### src/rtl/cube_poly_pkg.sv
// Shared constants and FSM state encoding for the cube-engine scheduler
// and anything else that drives the same engine.
package cube_poly_pkg;
  localparam int CUBE_XW     = 2;
  localparam int CUBE_RW     = 3 * CUBE_XW;
  localparam int NREQ_DEF    = 4;
  localparam int TIMEOUT_DEF = 15;

  typedef enum logic [1:0] {
    IDLE  = 2'd0,
    ISSUE = 2'd1,
    WAIT  = 2'd2,
    RESP  = 2'd3
  } state_t;
endpackage

### src/rtl/rr_arbiter.sv
// Combinational round-robin pick: first asserted request at or after ptr,
// wrapping around. Returns one-hot grant, its index and an any-grant flag.
module rr_arbiter #(
  parameter int N  = 4,
  parameter int IW = $clog2(N)
)(
  input  logic [N-1:0]  req,
  input  logic [IW-1:0] ptr,
  output logic [N-1:0]  grant,
  output logic [IW-1:0] idx,
  output logic          any_grant
);
  logic [IW-1:0] cand;

  always_comb begin
    grant     = '0;
    idx       = '0;
    any_grant = 1'b0;
    cand      = '0;
    for (int k = 0; k < N; k++) begin
      cand = IW'((int'(ptr) + k) % N);
      if (!any_grant && req[cand]) begin
        any_grant = 1'b1;
        idx       = cand;
      end
    end
    if (any_grant) grant[idx] = 1'b1;
  end
endmodule

### src/rtl/cube_poly_sched.sv
// Round-robin front end for a single sequential cube engine: one op in
// flight, start/finish handshake with timeout, backpressured response.
module cube_poly_sched
  import cube_poly_pkg::*;
#(
  parameter int  NREQ    = NREQ_DEF,
  parameter int  XW      = CUBE_XW,
  parameter int  RW      = CUBE_RW,
  parameter int  TIMEOUT = TIMEOUT_DEF,
  localparam int IW      = $clog2(NREQ)
)(
  input  logic               clk,
  input  logic               rst,
  input  logic [NREQ-1:0]    req_valid,
  input  logic [NREQ*XW-1:0] req_x,
  output logic [NREQ-1:0]    req_ready,
  output logic               rsp_valid,
  input  logic               rsp_ready,
  output logic [IW-1:0]      rsp_id,
  output logic [RW-1:0]      rsp_result,
  output logic               rsp_err,
  output logic               busy,
  output logic               eng_start,
  output logic [XW-1:0]      eng_x,
  input  logic               eng_finish,
  input  logic [RW-1:0]      eng_result
);
  localparam int TW = $clog2(TIMEOUT + 1);

  state_t        state_q, state_d;
  logic [IW-1:0] rr_ptr_q, rr_ptr_d;
  logic [IW-1:0] id_q, id_d;
  logic [XW-1:0] x_q, x_d;
  logic [TW-1:0] timer_q, timer_d;
  logic          eng_start_q, eng_start_d;
  logic          rsp_valid_q, rsp_valid_d;
  logic [RW-1:0] rsp_result_q, rsp_result_d;
  logic          rsp_err_q, rsp_err_d;

  logic [NREQ-1:0] grant;
  logic [IW-1:0]   gnt_idx;
  logic            any_grant;

  rr_arbiter #(.N(NREQ), .IW(IW)) u_arb (
    .req       (req_valid),
    .ptr       (rr_ptr_q),
    .grant     (grant),
    .idx       (gnt_idx),
    .any_grant (any_grant)
  );

  // Grant is only offered in IDLE and never while reset is asserted.
  assign req_ready  = (state_q == IDLE && !rst) ? grant : '0;
  assign busy       = (state_q != IDLE);
  assign eng_start  = eng_start_q;
  assign eng_x      = x_q;
  assign rsp_valid  = rsp_valid_q;
  assign rsp_id     = id_q;
  assign rsp_result = rsp_result_q;
  assign rsp_err    = rsp_err_q;

  always_comb begin
    state_d      = state_q;
    rr_ptr_d     = rr_ptr_q;
    id_d         = id_q;
    x_d          = x_q;
    timer_d      = timer_q;
    eng_start_d  = 1'b0;
    rsp_valid_d  = rsp_valid_q;
    rsp_result_d = rsp_result_q;
    rsp_err_d    = rsp_err_q;
    case (state_q)
      IDLE: begin
        if (any_grant) begin
          x_d         = req_x[gnt_idx*XW +: XW];
          id_d        = gnt_idx;
          eng_start_d = 1'b1;
          state_d     = ISSUE;
        end
      end
      ISSUE: begin
        timer_d = '0;
        state_d = WAIT;
      end
      WAIT: begin
        // A finish on the last allowed cycle still counts as success.
        if (eng_finish) begin
          rsp_result_d = eng_result;
          rsp_err_d    = 1'b0;
          rsp_valid_d  = 1'b1;
          state_d      = RESP;
        end else if (timer_q == TW'(TIMEOUT - 1)) begin
          rsp_result_d = '0;
          rsp_err_d    = 1'b1;
          rsp_valid_d  = 1'b1;
          state_d      = RESP;
        end else begin
          timer_d = timer_q + TW'(1);
        end
      end
      RESP: begin
        if (rsp_ready) begin
          rsp_valid_d = 1'b0;
          rr_ptr_d    = (id_q == IW'(NREQ - 1)) ? '0 : id_q + IW'(1);
          state_d     = IDLE;
        end
      end
      default: state_d = IDLE;
    endcase
  end

  always_ff @(posedge clk) begin
    if (rst) begin
      state_q      <= IDLE;
      rr_ptr_q     <= '0;
      id_q         <= '0;
      x_q          <= '0;
      timer_q      <= '0;
      eng_start_q  <= 1'b0;
      rsp_valid_q  <= 1'b0;
      rsp_result_q <= '0;
      rsp_err_q    <= 1'b0;
    end else begin
      state_q      <= state_d;
      rr_ptr_q     <= rr_ptr_d;
      id_q         <= id_d;
      x_q          <= x_d;
      timer_q      <= timer_d;
      eng_start_q  <= eng_start_d;
      rsp_valid_q  <= rsp_valid_d;
      rsp_result_q <= rsp_result_d;
      rsp_err_q    <= rsp_err_d;
    end
  end
endmodule

### config.mk
export PLATFORM = sky130hd
export DESIGN_NAME = cube_poly_sched
export DESIGN_NICKNAME = d
export VERILOG_FILES = /design/src/rtl/cube_poly_pkg.sv /design/src/rtl/rr_arbiter.sv /design/src/rtl/cube_poly_sched.sv
export SDC_FILE = /design/constraint.sdc
export NUM_CORES = 1
export LEC_CHECK = 0
export ABC_AREA = 1
export CORE_AREA = 3 3 73 75
export DETAILED_ROUTE_END_ITERATION = 7
export DIE_AREA = 0 0 76 78
export PLACE_DENSITY = 0.57
export SKIP_LAST_GASP = 1
export SLEW_MARGIN = 20
export SYNTH_ARGS = -nofsm -noshare
export SYNTH_HDL_FRONTEND = slang
export SYNTH_SLANG_ARGS = --single-unit
### constraint.sdc
create_clock -name clk -period 2.52 [get_ports clk]
set_clock_uncertainty 0.1 [all_clocks]
set_input_delay 0.504 -clock clk [delete_from_list [all_inputs] [get_ports clk]]
set_output_delay 0.504 -clock clk [all_outputs]
set_load 0.05 [all_outputs]
==> results of run 1 <==
-- sequential cells by signal, indices dropped and copies added (netlist names) --
register and count:
rr_ptr_q 2, eng_start 1, rsp_id 2, rsp_result 6
rsp_err 1, timer_q 4, rsp_valid 1, state_q 2
eng_x 2
-- cells by family (layout without fill, tap and decap cells) --
group,Yosys count,count (layout),synth area share
AOI/OAI and AO/OA,27,27,0.108
and+or+nand+nor,116,116,0.428
DFF,21,21,0.300
buffers and inverters,29,93,0.0865
adders and majority gates,8,8,0.0714
xor gates and xnor gates,1,1,0.00625
-- Yosys cell counts --
master / instances / share of area
nand2_1: 56 / 0.15
a21oi_1: 17 / 0.061
o21ai_2: 1 / 0.0062
or2_2: 1 / 0.0045
inv_1: 20 / 0.054
o21ai_1: 1 / 0.0036
clkinv_1: 1 / 0.0027
and3_1: 1 / 0.0045
a21oi_2: 1 / 0.0062
nand2_2: 9 / 0.040
a211oi_1: 2 / 0.011
nor3_1: 2 / 0.0071
a31o_2: 1 / 0.0062
nor3_2: 1 / 0.0071
nand2_4: 6 / 0.048
xor2_1: 1 / 0.0062
clkbuf_1: 2 / 0.0054
nor2_4: 1 / 0.0080
buf_6: 1 / 0.0080
nand3_2: 4 / 0.029
nand4_1: 1 / 0.0045
ha_1: 8 / 0.071
nand3_1: 14 / 0.050
nor2_2: 7 / 0.031
nand3_4: 1 / 0.012
inv_2: 3 / 0.0080
inv_4: 2 / 0.0089
o21ai_0: 4 / 0.014
dfxtp_1: 21 / 0.30
nor2_1: 12 / 0.032
-- per-layer routing --
layer  part of all wire  vias up
li1                   -      769
met1               0.49      614
met2               0.46       29
met3              0.039        2
met4             0.0024        0
met5                  0        -
-- what timing repair did --
item | in CTS | in global routing
endpoints found under the hold margin | 0 | 0
hold buffers | 0 | 0
pin swaps | 6 | 13
endpoints found under the setup margin | 4 | 4
buffers inserted | 2 | 5
gates resized for setup | 21 | 27
-- power groups by stage --
stage	clock (mW)	sequential [mW]	combinational [mW]
after floorplan	0	0.605	0.627
after global placement	0	0.464	1.19
after detailed placement	0	0.464	1.19
after CTS	0.225	0.458	1.25
after global routing	0.236	0.468	1.44
final	0.213	0.458	1.32
-- through the flow --
step | hold slack (ns) | cell area (um^2) | util
5_1_grt | 0.381 | 2250 | 0.477
4_1_cts | 0.366 | 2140 | 0.452
6_report | 0.362 | 2250 | 0.477
2_1_floorplan | 0.337 | 1410 | -
3_5_place_dp | 0.356 | 2030 | 0.429
3_3_place_gp | 0.352 | 2030 | 0.429
-- final cells by class --
class	instances	area, um^2	area share
Clock buffer	3	41.3	0.0183
Clock inverter	1	5.00	0.00222
Inverter	26	110	0.0488
Multi-Input combinational cell	152	971	0.431
Sequential cell	21	428	0.190
Tap cell	67	83.8	0.0372
Timing Repair Buffer	63	616	0.273
-- how the worst min path moves through the flow --
| stage | slack [ns] | end | depth (start not counted) | from |
|---|---|---|---|---|
| after CTS | 0.37 | rsp_result[4] | 2 | rsp_result[4] |
| after detailed placement | 0.36 | rsp_result[4] | 2 | rsp_result[4] |
| final | 0.36 | rsp_result[4] | 2 | rsp_result[4] |
| after global placement | 0.35 | rsp_result[0] | 2 | rsp_result[0] |
| after floorplan | 0.34 | timer_q[3] | 1 | timer_q[3] |
| after global routing | 0.38 | rsp_result[5] | 2 | rsp_result[5] |
-- critical path, delay by kind of cell, from the launching register on --
family,cells,cell delay [ns]
DFF,1,0.40
and+or+nand+nor,11,0.74
buffers and inverters,5,0.48
==> flow_summary.json, run 1 <==
{
  "p_comb_frac": 0.662,
  "max_slew.worst_pin.slew_ns": 0.503,
  "final_cell_mix": "nand2_1, clkdlybuf4s50_1, buf_4",
  "grt_pass1_wl_mm": 5.71,
  "cts_tree": "yes",
  "power_mw": 1.99,
  "port_buffers": 39,
  "grt_max_degree": 16,
  "powerDensity_mw_per_mm2": 881,
  "fin_crit_ns": 2.48,
  "critPathCaptureType": "primary output",
  "antenna_found_initial": 0,
  "met2_usage": 0.187,
  "maxSlewHeadroom": 0.664,
  "setup_ws_ns": 0.0414,
  "arrival_ns": 1.87,
  "cts_sinks": 21,
  "rows": 25,
  "die_y_um": 78,
  "avgSynthCellArea_um2": 6.94,
  "tns_ns": 0,
  "startpoint": "rr_ptr_q[0]",
  "p_clk_frac": 0.107,
  "drv_cap": 0,
  "vdd_drop_max_v": 0.000393,
  "cpMaxStageDelayCell": "dfxtp_4",
  "synth_warnings": 0,
  "synthToLayoutAreaGrowth_pct": 60.7,
  "r2r_slack_ns": 0.49,
  "postSynthCellCount": 202,
  "cts_inserted_buffers": 3,
  "instances_no_fill": 333,
  "overflow": 0,
  "clockRootBuffer": "clkbuf_8",
  "hold_viol": 0,
  "diodes": 0,
  "crit_path_cell_trace": "buf_6, nand2_1, nand2_2, nand2_4, nand2_4, nor2_4, nand2_2, nor2_4, inv_2, nand2_4, inv_4, nand2_4, inv_4, nand3_4, nor2_4, buf_12",
  "ant_nets": 0,
  "ctsHtreeMaxLevel": 1,
  "synth_area_mm2": 0.00140,
  "syn_nets": 232,
  "swShare": 0.466,
  "gr-usage-met1": 0.151,
  "r2r-end": "eng_x[1]",
  "final_common_cell": "nand2_1",
  "max_stage_delay_ns": 0.40,
  "hpwl_mm": 2.61,
  "outcome": "complete, no violations",
  "routedWlPerCell_um": 9.96,
  "cts.clk_slew.worst_paths_ns": 0.07,
  "regToRegStartpoint": "rr_ptr_q[0]",
  "clockBufferDepth": 2,
  "gp_congestion": 0.807,
  "p_leak_nw": 1.00,
  "nFillCells": 462,
  "path_max_fanout": 6,
  "dp_cells": 322,
  "busiest_layer": "met2",
  "via_per_inst": 4.25,
  "reg2regPathDepth": 16,
  "yosysSeqAreaShare": 0.300,
  "startpoint_type": "register",
  "dieArea_mm2": 0.00593,
  "clk_latency_ns": 0.25,
  "hp-class": "register to register",
  "wirelength_mm": 3.32,
  "drive_gt1_frac": 0.353,
  "gr-usage-all-layers": 0.113,
  "slew_viol_final": 0,
  "fp.dieW_um": 76,
  "start_util": 0.297,
  "switchingPower_uw": 925,
  "synth_cell_types": 30,
  "cpMostUsedCell": "nand2_4",
  "seqPwrFrac": 0.231,
  "rsz0062_at_grt": "true",
  "critPathCapture": "req_ready[1]",
  "internal_power_mw": 1.06,
  "ys_ff_latch": 21,
  "period_share": 0.984,
  "num_vias": 1414,
  "met3_usage": 0.0186,
  "firstDrtPassIters": 4,
  "grt_pass1_vias": 1346,
  "drc": 0,
  "timing.fmax_mhz": 403,
  "io_pins": 40,
  "finalSetupViolations": 0,
  "crit_type": "register to primary output",
  "cp.required_ns": 1.92,
  "coreArea_mm2": 0.00472,
  "place_ws_ns": -0.246,
  "drt_first_iter_violations": 44,
  "nets": 297
}
Note: power is estimated with default switching activity, not from simulation.
==> inputs of run 2 (changes only) <==
--- a/config.mk
+++ b/config.mk
@@ -9,6 +9,7 @@
 export CORE_AREA = 3 3 73 75
 export DETAILED_ROUTE_END_ITERATION = 7
 export DIE_AREA = 0 0 76 78
+export GPL_TIMING_DRIVEN = 0
 export PLACE_DENSITY = 0.57
 export SKIP_LAST_GASP = 1
 export SLEW_MARGIN = 20
==> run 2 against run 1 <==
  * Non-clock buffer count unchanged
  * Wire length is 7.7% higher
  * Utilization up 0.053 points
  * Worst hold slack lost 0.0023 ns
  * Sequential power barely moved
  * Register-to-register slack gained 0.12 ns
  * Largest cell class unchanged
  * Largest power group unchanged
  * Global-route usage rose by 0.25 points
  * Critical path depth stayed put
  * Setup slack lost 0.032 ns
  * Die area stayed put
==> flow_summary.json, run 2 (synthesized netlist as in run 1, its figures left out) <==
{
  "start_util": 0.297,
  "path_max_fanout": 8,
  "hp-class": "register to register",
  "coreArea_mm2": 0.00472,
  "drive_gt1_frac": 0.357,
  "drt_first_iter_violations": 35,
  "firstDrtPassIters": 4,
  "outcome": "complete, no violations",
  "p_comb_frac": 0.657,
  "cpMostUsedCell": "nand2_4",
  "dp_cells": 307,
  "startpoint_type": "register",
  "nets": 297,
  "overflow": 0,
  "max_stage_delay_ns": 0.38,
  "power_mw": 1.96,
  "busiest_layer": "met2",
  "clk_latency_ns": 0.26,
  "synthToLayoutAreaGrowth_pct": 60.9,
  "hold_viol": 0,
  "ctsHtreeMaxLevel": 1,
  "crit_type": "register to primary output",
  "diodes": 0,
  "switchingPower_uw": 930,
  "slew_viol_final": 0,
  "crit_path_cell_trace": "buf_12, nand2_4, nand2_4, nand2_4, nand2_4, nor2_4, nand2_2, nor2_4, inv_2, nand2_4, inv_4, nand2_4, inv_6, nand3_4, nor2_4, buf_8",
  "maxSlewHeadroom": 0.662,
  "final_cell_mix": "nand2_1, clkdlybuf4s50_1, buf_4",
  "ant_nets": 0,
  "register_area_um2": 428,
  "p_clk_frac": 0.111,
  "final_util": 0.478,
  "cp.required_ns": 1.92,
  "nFillCells": 465,
  "fp.dieW_um": 76,
  "p_leak_nw": 1.03,
  "crit_buf_inv": 5,
  "critPathCaptureType": "primary output",
  "fin_crit_ns": 2.51,
  "max_slew.worst_pin.slew_ns": 0.505,
  "via_per_inst": 4.37,
  "met2_usage": 0.206,
  "cts_tree": "yes",
  "finalSetupViolations": 0,
  "num_vias": 1454,
  "swShare": 0.476,
  "port_buffers": 38,
  "cts_sinks": 21,
  "cts_inserted_buffers": 3,
  "seqPwrFrac": 0.233,
  "gp_congestion": 0.801,
  "largest_register_ff_count": 6,
  "vdd_drop_max_v": 0.000335,
  "place_area_mm2": 0.00187,
  "met3_usage": 0.0267,
  "hpwl_mm": 2.48,
  "drv_cap": 0,
  "grt_pass1_wl_mm": 5.83,
  "powerDensity_mw_per_mm2": 867,
  "final_common_cell": "nand2_1",
  "instances_no_fill": 333,
  "gr-usage-all-layers": 0.115,
  "gr-usage-met1": 0.135,
  "dieArea_mm2": 0.00593,
  "cp_top_family": "simple AND/OR/NAND/NOR gates",
  "grt_max_degree": 12,
  "die_y_um": 78,
  "drc": 0,
  "clockRootBuffer": "clkbuf_8",
  "arrival_ns": 1.91,
  "antenna_found_initial": 0,
  "period_share": 0.996,
  "rows": 25,
  "cts.clk_slew.worst_paths_ns": 0.07,
  "wirelength_mm": 3.57,
  "routedWlPerCell_um": 10.7,
  "cpMaxStageDelayCell": "dfxtp_4",
  "io_pins": 40,
  "internal_power_mw": 1.03,
  "fin_area_mm2": 0.00226,
  "grt_pass1_vias": 1361,
  "clockBufferDepth": 2,
  "timing.fmax_mhz": 398,
  "rsz0062_at_grt": "true",
  "multi_input_area_mm2": 0.00101
}
==> run 2: worst paths after layout <==
| path | start | end | slack [ns] | cells after the start |
|---|---|---|---|---|
| max reg2reg | rr_ptr_q[0] | eng_x[1] | 0.61 | 12 |
| min | rsp_result[1] | rsp_result[1] | 0.36 | 2 |
| max | rr_ptr_q[0] | req_ready[3] | 0.01 | 16 |
| min reg2reg | rsp_result[1] | rsp_result[1] | 0.36 | 2 |
==> run 2: routing by layer <==
layer | vias up | wire length [um]
li1 | 766 | -
met1 | 655 | 1610
met2 | 27 | 1770
met3 | 6 | 151
met4 | 0 | 44
met5 | - | 0
==> run 2: worst register-to-register path, stage by stage, from the launching register on <==
cell and delay, ns:
dfxtp_4 0.37, buf_12 0.15, nand2_1 0.08, nand2_2 0.08
o21ai_4 0.22, buf_4 0.15, nand3_2 0.09, nand2_4 0.12
nand2_4 0.07, buf_4 0.14, nand2_1 0.04, and3_1 0.16
nor2_2 0.04
==> run 2: cell type report <==
| class | instances | area share |
|---|---|---|
| Clock buffer | 4 | 0.0200 |
| Sequential cell | 21 | 0.190 |
| Buffer | 3 | 0.0122 |
| Tap cell | 67 | 0.0371 |
| Timing Repair Buffer | 60 | 0.246 |
| Inverter | 26 | 0.0499 |
| Multi-Input combinational cell | 152 | 0.446 |
==> run 2: timing repair <==
action | 4_1_cts | 5_1_grt
gates resized for setup | 60 | 30
hold endpoints to repair | 0 | 0
pin swaps | 12 | 7
endpoints found under the setup margin | 4 | 5
hold buffers | 0 | 0
setup buffers | 13 | 9
cloned | 0 | 0
==> run 2: power by group through the flow <==
stage               sequential (mW)  combinational (mW)  clock, mW
finish                        0.455                1.28      0.216
global route                  0.466                1.39      0.237
detailed placement            0.460                1.05          0
floorplan                     0.605               0.627          0
CTS                           0.455                1.17      0.226
global placement              0.460                1.04          0
==> run 2: through the flow <==
step	hold WS [ns]	setup slack (ns)	setup TNS [ns]
floorplan	0.337	-0.0960	-0.192
global placement	0.347	-0.975	-3.83
detailed placement	0.353	-0.998	-3.90
CTS	0.362	0.000139	0
global route	0.381	-0.106	-0.330
finish	0.360	0.00968	0
